[src/rtl/histo_mem_sched.sv]
// Histogram SRAM sequencer: RMW bin accumulate (read at t, write at t+1), then blanking copy/cumulate/clear.
// No backpressure: frames arriving while busy are dropped with oDrop; `HISTO_FWD_EN` enables back-to-back write forwarding.
module histo_mem_sched #(
  parameter int ADDR_W = 8,
  parameter int CNT_W  = 20
) (
  input  logic              iPclk,
  input  logic              iRst,
  input  logic              Fval,
  input  logic              Dval,
  input  logic [ADDR_W-1:0] Grey,
  input  logic [ADDR_W-1:0] iDisp_Addr,
  input  logic [CNT_W-1:0]  iAcc_Q,
  output logic [ADDR_W-1:0] oAcc_Raddr,
  output logic [ADDR_W-1:0] oAcc_Waddr,
  output logic [CNT_W-1:0]  oAcc_D,
  output logic              oAcc_Wen,
  output logic [ADDR_W-1:0] oDisp_Raddr,
  output logic [ADDR_W-1:0] oDisp_Waddr,
  output logic [CNT_W-1:0]  oDisp_D,
  output logic              oDisp_Wen,
  output logic [ADDR_W-1:0] oCum_Raddr,
  output logic [ADDR_W-1:0] oCum_Waddr,
  output logic [CNT_W-1:0]  oCum_D,
  output logic              oCum_Wen,
  output logic [2:0]        oState,
  output logic              oFrame_Done,
  output logic              oDrop
);
  typedef enum logic [2:0] {
    IDLE  = 3'd0,
    ACCUM = 3'd1,
    FLUSH = 3'd2,
    COPY  = 3'd3,
    CLEAR = 3'd4,
    DONE  = 3'd5
  } state_t;

  localparam logic [CNT_W-1:0] CNT_MAX = '1;
  localparam logic [CNT_W-1:0] CNT_ONE = {{(CNT_W-1){1'b0}}, 1'b1};
  localparam logic [ADDR_W:0]  K_ONE   = {{ADDR_W{1'b0}}, 1'b1};

  state_t            state, state_nxt;
  logic              fval_d, s1_vld, cleared, cleared_nxt;
  logic [ADDR_W-1:0] s1_bin;
  logic [ADDR_W:0]   k, k_nxt, k_m1;
  logic [CNT_W-1:0]  sum, sum_nxt, acc_src, acc_inc, cum_sat;
  logic [CNT_W:0]    cum_wide;
  logic              rise, fall, pix;

  assign rise     = Fval & ~fval_d;
  assign fall     = ~Fval & fval_d;
  assign pix      = Fval & Dval & (state == ACCUM);
  assign k_m1     = k - K_ONE;
  assign cum_wide = {1'b0, sum} + {1'b0, iAcc_Q};
  assign cum_sat  = cum_wide[CNT_W] ? CNT_MAX : cum_wide[CNT_W-1:0];
  assign oState   = state;

  always_ff @(posedge iPclk or posedge iRst) begin
    if (iRst) begin
      state   <= IDLE;
      fval_d  <= 1'b0;
      s1_vld  <= 1'b0;
      s1_bin  <= '0;
      k       <= '0;
      sum     <= '0;
      cleared <= 1'b0;
    end else begin
      state   <= state_nxt;
      fval_d  <= Fval;
      s1_vld  <= pix;
      if (pix) s1_bin <= Grey;
      k       <= k_nxt;
      sum     <= sum_nxt;
      cleared <= cleared_nxt;
    end
  end

`ifdef HISTO_FWD_EN
  // The SRAM returns old data when read and written in the same cycle, so reuse last cycle's write.
  logic              prev_wen;
  logic [ADDR_W-1:0] prev_waddr;
  logic [CNT_W-1:0]  prev_d;

  always_ff @(posedge iPclk or posedge iRst) begin
    if (iRst) begin
      prev_wen   <= 1'b0;
      prev_waddr <= '0;
      prev_d     <= '0;
    end else begin
      prev_wen   <= oAcc_Wen;
      prev_waddr <= oAcc_Waddr;
      prev_d     <= oAcc_D;
    end
  end

  assign acc_src = (prev_wen && (prev_waddr == s1_bin)) ? prev_d : iAcc_Q;
`else
  assign acc_src = iAcc_Q;
`endif

  assign acc_inc = (acc_src == CNT_MAX) ? CNT_MAX : acc_src + CNT_ONE;

  always_comb begin
    state_nxt   = state;
    k_nxt       = k;
    sum_nxt     = sum;
    cleared_nxt = cleared;
    oAcc_Raddr  = '0;
    oAcc_Waddr  = '0;
    oAcc_D      = '0;
    oAcc_Wen    = 1'b0;
    oDisp_Raddr = iDisp_Addr;
    oDisp_Waddr = '0;
    oDisp_D     = '0;
    oDisp_Wen   = 1'b0;
    oCum_Raddr  = iDisp_Addr;
    oCum_Waddr  = '0;
    oCum_D      = '0;
    oCum_Wen    = 1'b0;
    oFrame_Done = 1'b0;
    oDrop       = 1'b0;

    if (pix) oAcc_Raddr = Grey;
    if (s1_vld) begin
      oAcc_Waddr = s1_bin;
      oAcc_D     = acc_inc;
      oAcc_Wen   = 1'b1;
    end

    case (state)
      IDLE: begin
        if (rise) begin
          // The accumulate bank holds garbage after reset: spend the first frame clearing it.
          if (cleared) begin
            state_nxt = ACCUM;
          end else begin
            state_nxt = CLEAR;
            k_nxt     = '0;
            oDrop     = 1'b1;
          end
        end
      end
      ACCUM: if (fall) state_nxt = FLUSH;
      FLUSH: begin
        state_nxt = COPY;
        k_nxt     = '0;
      end
      COPY: begin
        oDisp_Raddr = '0;
        oCum_Raddr  = '0;
        if (!k[ADDR_W]) oAcc_Raddr = k[ADDR_W-1:0];
        if (k != '0) begin
          oDisp_Waddr = k_m1[ADDR_W-1:0];
          oDisp_D     = iAcc_Q;
          oDisp_Wen   = 1'b1;
          oCum_Waddr  = k_m1[ADDR_W-1:0];
          oCum_D      = cum_sat;
          oCum_Wen    = 1'b1;
          sum_nxt     = cum_sat;
        end
        if (k[ADDR_W]) begin
          state_nxt = CLEAR;
          k_nxt     = '0;
          sum_nxt   = '0;
        end else begin
          k_nxt = k + K_ONE;
        end
      end
      CLEAR: begin
        oAcc_Waddr = k[ADDR_W-1:0];
        oAcc_D     = '0;
        oAcc_Wen   = 1'b1;
        if (k[ADDR_W-1:0] == '1) begin
          state_nxt   = DONE;
          cleared_nxt = 1'b1;
        end else begin
          k_nxt = k + K_ONE;
        end
      end
      DONE: begin
        oFrame_Done = 1'b1;
        state_nxt   = IDLE;
      end
      default: state_nxt = IDLE;
    endcase

    // A frame starting during DONE would also be missed by IDLE, so it is reported the same way.
    if (rise && (state == FLUSH || state == COPY || state == CLEAR || state == DONE))
      oDrop = 1'b1;

    if (iRst) begin
      oAcc_Raddr  = '0;
      oAcc_Waddr  = '0;
      oAcc_D      = '0;
      oAcc_Wen    = 1'b0;
      oDisp_Raddr = '0;
      oDisp_Waddr = '0;
      oDisp_D     = '0;
      oDisp_Wen   = 1'b0;
      oCum_Raddr  = '0;
      oCum_Waddr  = '0;
      oCum_D      = '0;
      oCum_Wen    = 1'b0;
      oFrame_Done = 1'b0;
      oDrop       = 1'b0;
    end
  end
endmodule

[config.mk]
export PLATFORM = sky130hd
export DESIGN_NAME = histo_mem_sched
export DESIGN_NICKNAME = d
export VERILOG_FILES = /design/src/rtl/histo_mem_sched.sv
export SDC_FILE = /design/constraint.sdc
export NUM_CORES = 1
export LEC_CHECK = 0
export CAP_MARGIN = 15
export CELL_PAD_IN_SITES_DETAIL_PLACEMENT = 1
export CELL_PAD_IN_SITES_GLOBAL_PLACEMENT = 1
export CORE_MARGIN = 1
export CORE_UTILIZATION = 35
export CTS_BUF_LIST = sky130_fd_sc_hd__clkbuf_2
export CTS_CLUSTER_DIAMETER = 50
export DETAILED_ROUTE_END_ITERATION = 16
export PLACE_DENSITY_LB_ADDON = 0.1
export SLEW_MARGIN = 20
export SYNTH_ARGS = -nofsm -noshare
export SYNTH_HDL_FRONTEND = slang
export SYNTH_SLANG_ARGS = --single-unit
[constraint.sdc]
create_clock -name iPclk -period 6.6 [get_ports iPclk]
set_input_delay 1.32 -clock iPclk [delete_from_list [all_inputs] [get_ports iPclk]]
set_output_delay 1.32 -clock iPclk [all_outputs]
set_load 0.05 [all_outputs]
==> results.md, run 1 <==
- Run status: finished clean
- GR Util met3: 2.75%
- Max Cap Viol: 0
- Vias/cell: 5.23
- Die Ht: 113 um
- DR iter-0 viols: 198
- DP Wirelength: 11,100 um
- CP max-delay cell: clkdlybuf4s50_1
- CP top delay family: buffers and inverters
- Area delta synth->final: 35.8%
- Setup Total Neg Slack: 0 ns
- GRT Overall Usage: 22.1%
- Slew Viols, Final: 0
- Final min period: 6.01 ns
- Worst EP arrival: 4.69 ns
- Worst hold path type: flip-flop to flip-flop
- Port bufs: 155
- Post-Synthesis Cell Area: 4280 um^2
- Initial core utilization: 35.8%
- Setup repair bufs after CTS: 0
- Setup crit start kind: input port
- Global route overflow: 0
- Cells along the critical path: clkdlybuf4s50_1 -> ha_1 -> fa_1 -> a21o_1 -> nand4_1 -> a21oi_2 -> o21bai_1 -> a31oi_4 -> nor2_1 -> nor2_1 -> clkdlybuf4s50_1
- Final Hold Fails: 0
- WP data required: 5.28 ns
- Largest net degree at the start of global routing: 34
- First-pass GRT wire length: 22,900 um
- Most frequent cells after synthesis: 106 x nand2_1, 69 x nor2_1, 65 x a21oi_1
- Hold Slack: 0.507 ns
- RR Endpoint: sum[19]
- Antenna Nets Post-Route: 0
- Leak: 2.42 nW
- Die W: 113 um
- DRC: 0
- TritonRoute pass-1 iters: 4
- Worst Setup End Kind: output port
- WL/cell: 16.1 um
- Worst Skew: 0.0192 ns
- GPL Wtd Cong: 0.853
- R2R Path Start: sum[9]
- Synth unique cells: 61
- CTS Buffer Depth: 2
- Clk root buf: clkbuf_2
- Layout cells sized above 1: 4.36%
- Vias in the first global route: 4,674
- Fin nets: 775
- Post-Syn Nets: 657
- Vias: 4,490
- # rows: 40
- Clk sinks: 43
- Top-count cell post-synth: nand2_1
- Post-synth EDFFs: 0
- Slew @ Worst Pin: 1.08 ns
- Critical path startpoint: iAcc_Q[0]
- Critical path class: input port to output port
- Worst path bufs/invs: 2
- CP peak stage delay: 0.83 ns
- M2 GR Usage: 40.9%
- Endpoints failing setup: 0
- Core ar.: 12,000 um^2
- Fmax: 166 MHz
- CTS buffer count: 5
- Ys Warns: 0
- Power density over the cells: 334 nW/um^2
- Num ports: 156
- CP Capture Point: oCum_D[7]
- Post-synth top area share: 25.1%
- Largest cells by area after synthesis: dfrtp_1 25%, nand2_1 9.3%, a21oi_1 7.6%, ha_1 7.0%, nor2_1 6.0%
- Flops & latches, synth: 43
- Period utilization: 91.1%
- TritonCTS clock tree: built
- Ys flop type: dfrtp_1
- Ant diodes: 0
- Max rail drop VDD: 0.167 mV
- M1 GR Usage: 27.3%
- Synthesized netlist cell count: 592
- Hold-fix buffers, CTS: 0
- Setup slack, reg-to-reg: 3.93 ns
- GR peak layer: met2
- Post-Route WL: 13,800 um
- Worst-path fanout max: 16
- Fraction of synthesis flops using an asynchronous set or reset pin: 100%
- Reg clk slew, reported paths: 0.21 ns
- RSZ-0062 raised after global routing: no
- Post-Syn Area per Cell: 7.23 um^2
- Cells on worst reg2reg path: 8
- Seq/Total Area, Yosys: 25.1%
- Die area: 12,700 um^2
- Initial antenna violation count: 0
- # resized after CTS: 0
- H-Tree Depth: 2
- Largest area contributor in the netlist: dfrtp_1
- Levels on crit path: 11
- Worst rel slew slack: 26.5%
- Clk Latency, worst-skew pair: 0.45 ns
[cells by family after synthesis]
| family | synth area share (%) |
|---|---|
| AND/OR/NAND/NOR | 30.7 |
| AO/OA/AOI/OAI | 19.5 |
| buffers and inverters | 8.50 |
| flip-flops | 25.1 |
| XOR/XNOR | 8.18 |
| adder cells (fa/ha/maj) | 7.48 |
| multiplexers | 0.468 |
[cell type report]
class / instances / area [um^2]
Multi-Input combinational cell: 484 / 2840
Inverter: 16 / 60.1
Clock inverter: 3 / 38.8
Clock buffer: 5 / 25.0
Fill cell: 1500 / 6150
Sequential cell: 43 / 1080
Tap cell: 147 / 184
Timing Repair Buffer: 160 / 1590
[placed cells by master, fill, tap and decap left out, drive strengths merged, types with 20 or more instances in the layout]
cell type,n
clkdlybuf4s50,155
nand2,106
nor2,69
a21oi,67
dfrtp,43
and2,32
o21ai,28
ha,24
xnor2,22
nand3,20
[through the flow]
| stage | power [mW] | setup slack, ns | cell area [um^2] | util (%) | std cells |
|---|---|---|---|---|---|
| 3_5_place_dp | 1.79 | 0.593 | 5750 | 48.1 | 850 |
| 6_report | 1.94 | 0.588 | 5810 | 48.6 | 858 |
| 3_3_place_gp | 1.76 | 0.653 | 5750 | 48.1 | 850 |
| 5_1_grt | 2.11 | 0.410 | 5810 | 48.6 | 858 |
| 2_1_floorplan | 1.44 | 1.45 | 4280 | - | 592 |
| 4_1_cts | 1.96 | 0.581 | 5810 | 48.6 | 858 |
[how the worst min path moves through the flow]
stage                          from        end  cells after the start
after CTS                 s1_bin[7]  s1_bin[7]                      2
final                     s1_bin[4]  s1_bin[4]                      2
after global placement    s1_bin[6]  s1_bin[6]                      2
after detailed placement  s1_bin[4]  s1_bin[4]                      2
after floorplan           s1_bin[0]  s1_bin[0]                      2
after global routing      s1_bin[1]  s1_bin[1]                      2
[routing by layer]
metal / vias up / part of all wire (%)
li1: 2237 / -
met1: 2134 / 45
met2: 106 / 50
met3: 13 / 3.8
met4: 0 / 1.2
met5: - / 0
[worst min-delay path: cells and delay by family (launching register included)]
kind | cells | cell delay (ns)
flip-flops | 1 | 0.39
AND/OR/NAND/NOR | 2 | 0.10
[power breakdown]
| group | switching (mW) | internal [mW] | total, mW |
|---|---|---|---|
| clock | 0.0958 | 0.0622 | 0.158 |
| sequential | 0.102 | 0.363 | 0.465 |
| combinational | 0.841 | 0.480 | 1.32 |
| total | 1.04 | 0.905 | 1.94 |
[registers in the layout, indices dropped and copies added, names as in the netlist]
signal / flops
sum: 20
k: 9
s1_bin: 8
oState: 3
cleared: 1
fval_d: 1
s1_vld: 1
Power figures use the tool's default switching activity.
==> run 2, diff against run 1 <==
--- a/config.mk
+++ b/config.mk
@@ -13,6 +13,7 @@
 export CTS_BUF_LIST = sky130_fd_sc_hd__clkbuf_2
 export CTS_CLUSTER_DIAMETER = 50
 export DETAILED_ROUTE_END_ITERATION = 16
+export HOLD_SLACK_MARGIN = 0.05
 export PLACE_DENSITY_LB_ADDON = 0.1
 export SLEW_MARGIN = 20
 export SYNTH_ARGS = -nofsm -noshare
==> results of run 2 <==
Same layout as run 1: the final DEF is identical, and so are final timing and power.
